File: src/rtl/mem_pkg.sv
// Shared encodings for the load/store controller: access sizes, FSM states, lane width.
// Latency: n/a (declarations only).
// Backpressure: n/a.
package mem_pkg;

  // Access size encodings carried on req_size.
  localparam logic [1:0] SZ_B = 2'b00;
  localparam logic [1:0] SZ_H = 2'b01;
  localparam logic [1:0] SZ_W = 2'b10;

  // Controller FSM states.
  localparam logic [1:0] ST_IDLE = 2'd0;
  localparam logic [1:0] ST_RD   = 2'd1;
  localparam logic [1:0] ST_WR   = 2'd2;
  localparam logic [1:0] ST_RESP = 2'd3;

  // Width of one byte lane.
  localparam int LANE_W = 8;

  // Reserved size, or a halfword/word that does not sit on its natural boundary.
  function automatic logic access_err(input logic [1:0] size, input logic [1:0] off);
    logic bad;
    bad = 1'b0;
    case (size)
      SZ_B:    bad = 1'b0;
      SZ_H:    bad = off[0];
      SZ_W:    bad = (off != 2'b00);
      default: bad = 1'b1;
    endcase
    return bad;
  endfunction

endpackage

File: src/rtl/mem_access_ctrl_lane_unit.sv
// Byte/halfword lane merge for stores and lane extract with sign/zero extension for loads.
// Latency: purely combinational.
// Backpressure: none.
//
// Ports:
//   old_word     word currently held in memory (read-modify-write source / load word)
//   wdata        right-justified store data
//   size         access size (SZ_B / SZ_H / SZ_W)
//   byte_off     byte offset inside the word, addr[1:0]
//   is_unsigned  zero-extend load results when set
//   merged       old_word with the addressed lane replaced by wdata
//   rdata        extracted, extended load result
module lane_unit
  import mem_pkg::*;
#(
  parameter int DATA_W = 32
) (
  input  logic [DATA_W-1:0] old_word,
  input  logic [DATA_W-1:0] wdata,
  input  logic [1:0]        size,
  input  logic [1:0]        byte_off,
  input  logic              is_unsigned,
  output logic [DATA_W-1:0] merged,
  output logic [DATA_W-1:0] rdata
);

  logic [LANE_W-1:0]   byte_lane;
  logic [2*LANE_W-1:0] half_lane;

  // Lanes are little-endian: byte n lives at bits [8n+7:8n]; the half is picked by addr[1].
  always_comb begin
    merged = old_word;
    case (size)
      SZ_B:    merged[{byte_off, 3'b000} +: LANE_W]       = wdata[LANE_W-1:0];
      SZ_H:    merged[{byte_off[1], 4'b0000} +: 2*LANE_W] = wdata[2*LANE_W-1:0];
      default: merged = wdata;
    endcase
  end

  always_comb begin
    byte_lane = old_word[{byte_off, 3'b000} +: LANE_W];
    half_lane = old_word[{byte_off[1], 4'b0000} +: 2*LANE_W];
    case (size)
      SZ_B: rdata = {{(DATA_W-LANE_W){~is_unsigned & byte_lane[LANE_W-1]}}, byte_lane};
      SZ_H: rdata = {{(DATA_W-2*LANE_W){~is_unsigned & half_lane[2*LANE_W-1]}}, half_lane};
      default: rdata = old_word;
    endcase
  end

endmodule

File: src/rtl/mem_access_ctrl.sv
// Load/store controller in front of a word-only data memory: sub-word RMW stores, extended loads.
// Latency accept->resp_valid: load 2, word store 2, sub-word store 3, misaligned/reserved 1.
// Backpressure: req_ready only in IDLE; no response backpressure (resp_valid is a 1-cycle pulse).
//
// Ports:
//   clk, rst              clock; asynchronous active-high reset
//   req_valid/req_ready   request handshake
//   req_we, req_size, req_unsigned, req_addr, req_wdata   request fields
//   resp_valid, resp_rdata, resp_err                      completion pulse and result
//   dm_addr, dm_din, dm_wen, dm_dout                      data memory interface
module mem_access_ctrl
  import mem_pkg::*;
#(
  parameter int ADDR_W = 12,
  parameter int DATA_W = 32
) (
  input  logic              clk,
  input  logic              rst,
  input  logic              req_valid,
  output logic              req_ready,
  input  logic              req_we,
  input  logic [1:0]        req_size,
  input  logic              req_unsigned,
  input  logic [ADDR_W-1:0] req_addr,
  input  logic [DATA_W-1:0] req_wdata,
  output logic              resp_valid,
  output logic [DATA_W-1:0] resp_rdata,
  output logic              resp_err,
  output logic [ADDR_W-3:0] dm_addr,
  output logic [DATA_W-1:0] dm_din,
  output logic              dm_wen,
  input  logic [DATA_W-1:0] dm_dout
);

  logic [1:0]        state;
  logic              r_we;
  logic [1:0]        r_size;
  logic              r_uns;
  logic              r_err;
  logic [ADDR_W-1:0] r_addr;
  logic [DATA_W-1:0] r_wdata;
  logic [DATA_W-1:0] rbuf;

  logic              accept;
  logic              bad_req;
  logic [DATA_W-1:0] merged_word;
  logic [DATA_W-1:0] load_word;

  assign req_ready = (state == ST_IDLE);
  assign accept    = req_valid && req_ready;
  assign bad_req   = access_err(req_size, req_addr[1:0]);

  always_ff @(posedge clk or posedge rst) begin
    if (rst) begin
      state   <= ST_IDLE;
      r_we    <= 1'b0;
      r_size  <= 2'b00;
      r_uns   <= 1'b0;
      r_err   <= 1'b0;
      r_addr  <= '0;
      r_wdata <= '0;
      rbuf    <= '0;
    end else begin
      case (state)
        ST_IDLE: begin
          if (accept) begin
            r_we    <= req_we;
            r_size  <= req_size;
            r_uns   <= req_unsigned;
            r_err   <= bad_req;
            r_addr  <= req_addr;
            r_wdata <= req_wdata;
            // Errors skip memory entirely; word stores need no read; everything else reads first.
            if (bad_req)
              state <= ST_RESP;
            else if (req_we && (req_size == SZ_W))
              state <= ST_WR;
            else
              state <= ST_RD;
          end
        end
        ST_RD: begin
          rbuf  <= dm_dout;
          state <= r_we ? ST_WR : ST_RESP;
        end
        ST_WR:   state <= ST_RESP;
        default: state <= ST_IDLE;
      endcase
    end
  end

  lane_unit #(.DATA_W(DATA_W)) u_lane (
    .old_word    (rbuf),
    .wdata       (r_wdata),
    .size        (r_size),
    .byte_off    (r_addr[1:0]),
    .is_unsigned (r_uns),
    .merged      (merged_word),
    .rdata       (load_word)
  );

  // Memory address comes straight from the registered request so it is stable for the whole op.
  assign dm_addr = r_addr[ADDR_W-1:2];
  // Write enable decoded from state so an async reset removes it immediately.
  assign dm_wen  = (state == ST_WR);
  assign dm_din  = dm_wen ? merged_word : '0;

  assign resp_valid = (state == ST_RESP);
  assign resp_err   = resp_valid && r_err;
  assign resp_rdata = (resp_valid && !r_err && !r_we) ? load_word : '0;

endmodule

File: config.mk
export PLATFORM = sky130hd
export DESIGN_NAME = mem_access_ctrl
export DESIGN_NICKNAME = d
export VERILOG_FILES = /design/src/rtl/mem_pkg.sv /design/src/rtl/mem_access_ctrl_lane_unit.sv /design/src/rtl/mem_access_ctrl.sv
export SDC_FILE = /design/constraint.sdc
export NUM_CORES = 1
export LEC_CHECK = 0
export BUFFER_PORTS_ARGS = -buffer_cell sky130_fd_sc_hd__buf_2
export CAP_MARGIN = 20
export CORE_UTILIZATION = 40
export DETAILED_ROUTE_END_ITERATION = 12
export HOLD_SLACK_MARGIN = 0.06
export PLACE_DENSITY = 0.74
export SKIP_CTS_REPAIR_TIMING = 1
export SKIP_LAST_GASP = 1
export SYNTH_ARGS = -nofsm -noshare
export SYNTH_HDL_FRONTEND = slang
export SYNTH_SLANG_ARGS = --single-unit
File: constraint.sdc
create_clock -name clk -period 3 [get_ports clk]
set_clock_uncertainty 0.15 [all_clocks]
set_input_delay 0.15 -clock clk [delete_from_list [all_inputs] [get_ports clk]]
set_output_delay 0.15 -clock clk [all_outputs]
set_load 0.02 [all_outputs]
==> metrics <==
count of unique library cells instantiated by Yosys 45; Worst-Margin Slew 1092 ps; placed cell area 6345 µm²; count of pins over their slew limit 0; Routed wire per std cell 19.87 µm; overall global routing resource usage 25.27%; count of mapped cells out of synthesis 531; die extent in y 118.6 µm; vias in the first global route 4906; total global routing overflow 0; buffer levels on the longest clock path 2; maximum number of pins on one net before global-route repair 49; Synthesis Warnings 0; most used flip-flop cell after synthesis dfrtp_1; sequential share of the synthesized area 38.19%; Worst Hold Class input pin to async pin; critical-path maximum fanout 29; share of async-settable or async-resettable flops after synthesis 100.0%; Crit Reg-Reg Endpoint r_wdata[13]; first-pass detailed-route iteration total 6; starting utilization of the core area 41.07%; Initial DRC Count 393; MaxCap Viol Count 0; Die Footprint 14070 µm²; worst max-slew margin expressed relative to the limit 26.95%; global-route wire length before repair 27080 µm; accumulated negative setup slack 0 ps; critical path data required time 2700 ps; worst vdd ir 0.4623 mV; number of H-tree levels 3; run status finished clean; worst skew pair latency 350 ps; Non-Filler Instances 931; number of setup violations in the final report 0; num rows 42; Peak Freq 0.3523 GHz; width of the chip 118.6 µm; arrival time reported for the critical path endpoint 2540 ps; cells on worst reg2reg path 5; final antenna diode count 0; Final WS setup 161.6 ps; period utilization 94.61%; area delta synth->final 37.43%; number of nets in the synthesized netlist 623; Ports 161; Avg Vias per Cell 5.789; count of nets after finishing 842; PortBufs 160; post-layout min period 2838 ps; number of nets still failing antenna checks after routing 0; total wire length 18500 µm; Static Leakage 3.450 nW; DP Worst Slack 448.6 ps; average instance area after synthesis 10.24 µm²; total clock sinks 83; crit end category output pin; sort of element at the start of the critical path flip-flop; cell area after synthesis 5439 µm²; share of post-route cells with drive strength above 1 40.66%; standard cell core area 13240 µm²; post-CTS clock slew at the launch and capture registers of the worst setup and hold paths 60 ps; worst-case register-to-register setup slack 840 ps; Fin. Hold Viols 0; RSZ-0062 raised after global routing false; critical setup path kind flip-flop to output pin; via count 5390; worst flop-to-flop path startpoint state[0]; Post-synth EDFFs 0; CTS tree yes; final cell area excluding filler cells 7475 µm²; detailed placement HPWL 12840 µm; pwr dens 1120 nW/µm²; DRC violation count after routing 0; Synth Register Bits 83; root cell of the clock tree clkbuf_16; Placed Instances 833; number of fill cells 1160; antenna violations before repair 0; clock buffer count from CTS 9; global placer's final weighted congestion 0.9277
[worst max-delay path, cell delays in order (launching register included)]
cell,delay (ps)
dfrtp_2,370
buf_4,340
ha_1,260
nor3b_1,190
and3_1,370
a22oi_1,100
a21boi_0,310
buf_2,230
[cell families after synthesis]
family	share of synthesized area, %
mux	23.40
buf+inv	5.682
compound gates	19.51
fa+ha+maj	2.070
simple gates	11.16
flops	38.19
[layer usage]
metal	vias to the layer above	wire, µm	track usage, %
li1	2416	-	-
met1	2632	7488	32.79
met2	291	8702	39.22
met3	51	1658	6.805
met4	0	650	11.47
met5	-	0	0
[flip-flops by register name, indices dropped and copies added (netlist names)]
register  count
r_uns         1
r_err         1
state         2
r_wdata      32
r_size        2
r_addr       12
r_we          1
rbuf         32
[where the power goes]
group / internal, W / switching, W
Combinational: 0.00212 / 0.00248
Sequential: 0.00170 / 0.000942
Clock: 0.000672 / 0.000464
[layout make-up]
cell class | count | area (µm²) | share of cell area, %
multi-input cells | 386 | 3068 | 41.04
flip-flops and latches | 83 | 2078 | 27.80
repair buffers | 261 | 1777 | 23.77
clock buffers | 13 | 250.2 | 3.348
well taps | 176 | 220.2 | 2.946
clock inverters | 3 | 46.29 | 0.6194
inverters | 9 | 35.03 | 0.4687
[synth_stat cells (all sizes together), types with 3 or more instances]
cell	n	share of area, %
buf	32	3.6
ha	9	2.1
nor3b	9	1.2
mux2	96	20
nand4	8	0.92
dfrtp	83	38
mux4	7	2.9
mux2i	3	0.55
o21ai	25	2.3
o22ai	9	1.0
nand3	9	0.83
a21boi	15	2.1
nor3	10	0.92
a2111oi	8	1.6
inv	8	0.55
a21oi	13	1.2
clkbuf	21	1.4
a221oi	8	1.3
a22oi	38	5.2
nand2	37	2.6
a22o	8	1.3
nor2b	11	1.3
nor4	3	0.46
a21o	16	2.2
nor2	28	2.0
[placed cells by master (no fill, tap or decap), types with 11 or more instances in the layout]
cell type      synthesis  layout
a21oi_1               13      13
dlygate4sd3_1          0      82
o21ai_0               25      25
a21o_1                16      16
dfrtp_1               83      82
buf_4                 13      18
buf_2                 10     160
a22oi_1               38      38
a21boi_0              15      15
nor2b_1               11      11
nor2_1                27      27
nand2_1               37      36
mux2_2                95      95
[through the flow]
stage,hold slack [ps],power (W),utilization (%)
6_report,280.8,0.008370,56.44
5_1_grt,326.9,0.008869,56.44
4_1_cts,-258.7,0.008213,50.15
3_5_place_dp,115.7,0.007047,47.91
3_3_place_gp,103.0,0.006903,47.91
2_1_floorplan,121.0,0.005723,-
[how the worst max path moves through the flow]
stage,from,to,slack (ps),cells past startpoint
after floorplan,r_addr[1],dm_din[24],290,8
after global placement,r_addr[1],dm_din[16],500,6
after detailed placement,r_addr[1],dm_din[16],450,6
after CTS,r_addr[1],dm_din[16],60,6
after global routing,r_addr[1],dm_din[29],30,7
final,r_addr[1],dm_din[23],160,7
Power figures use the tool's default switching activity.
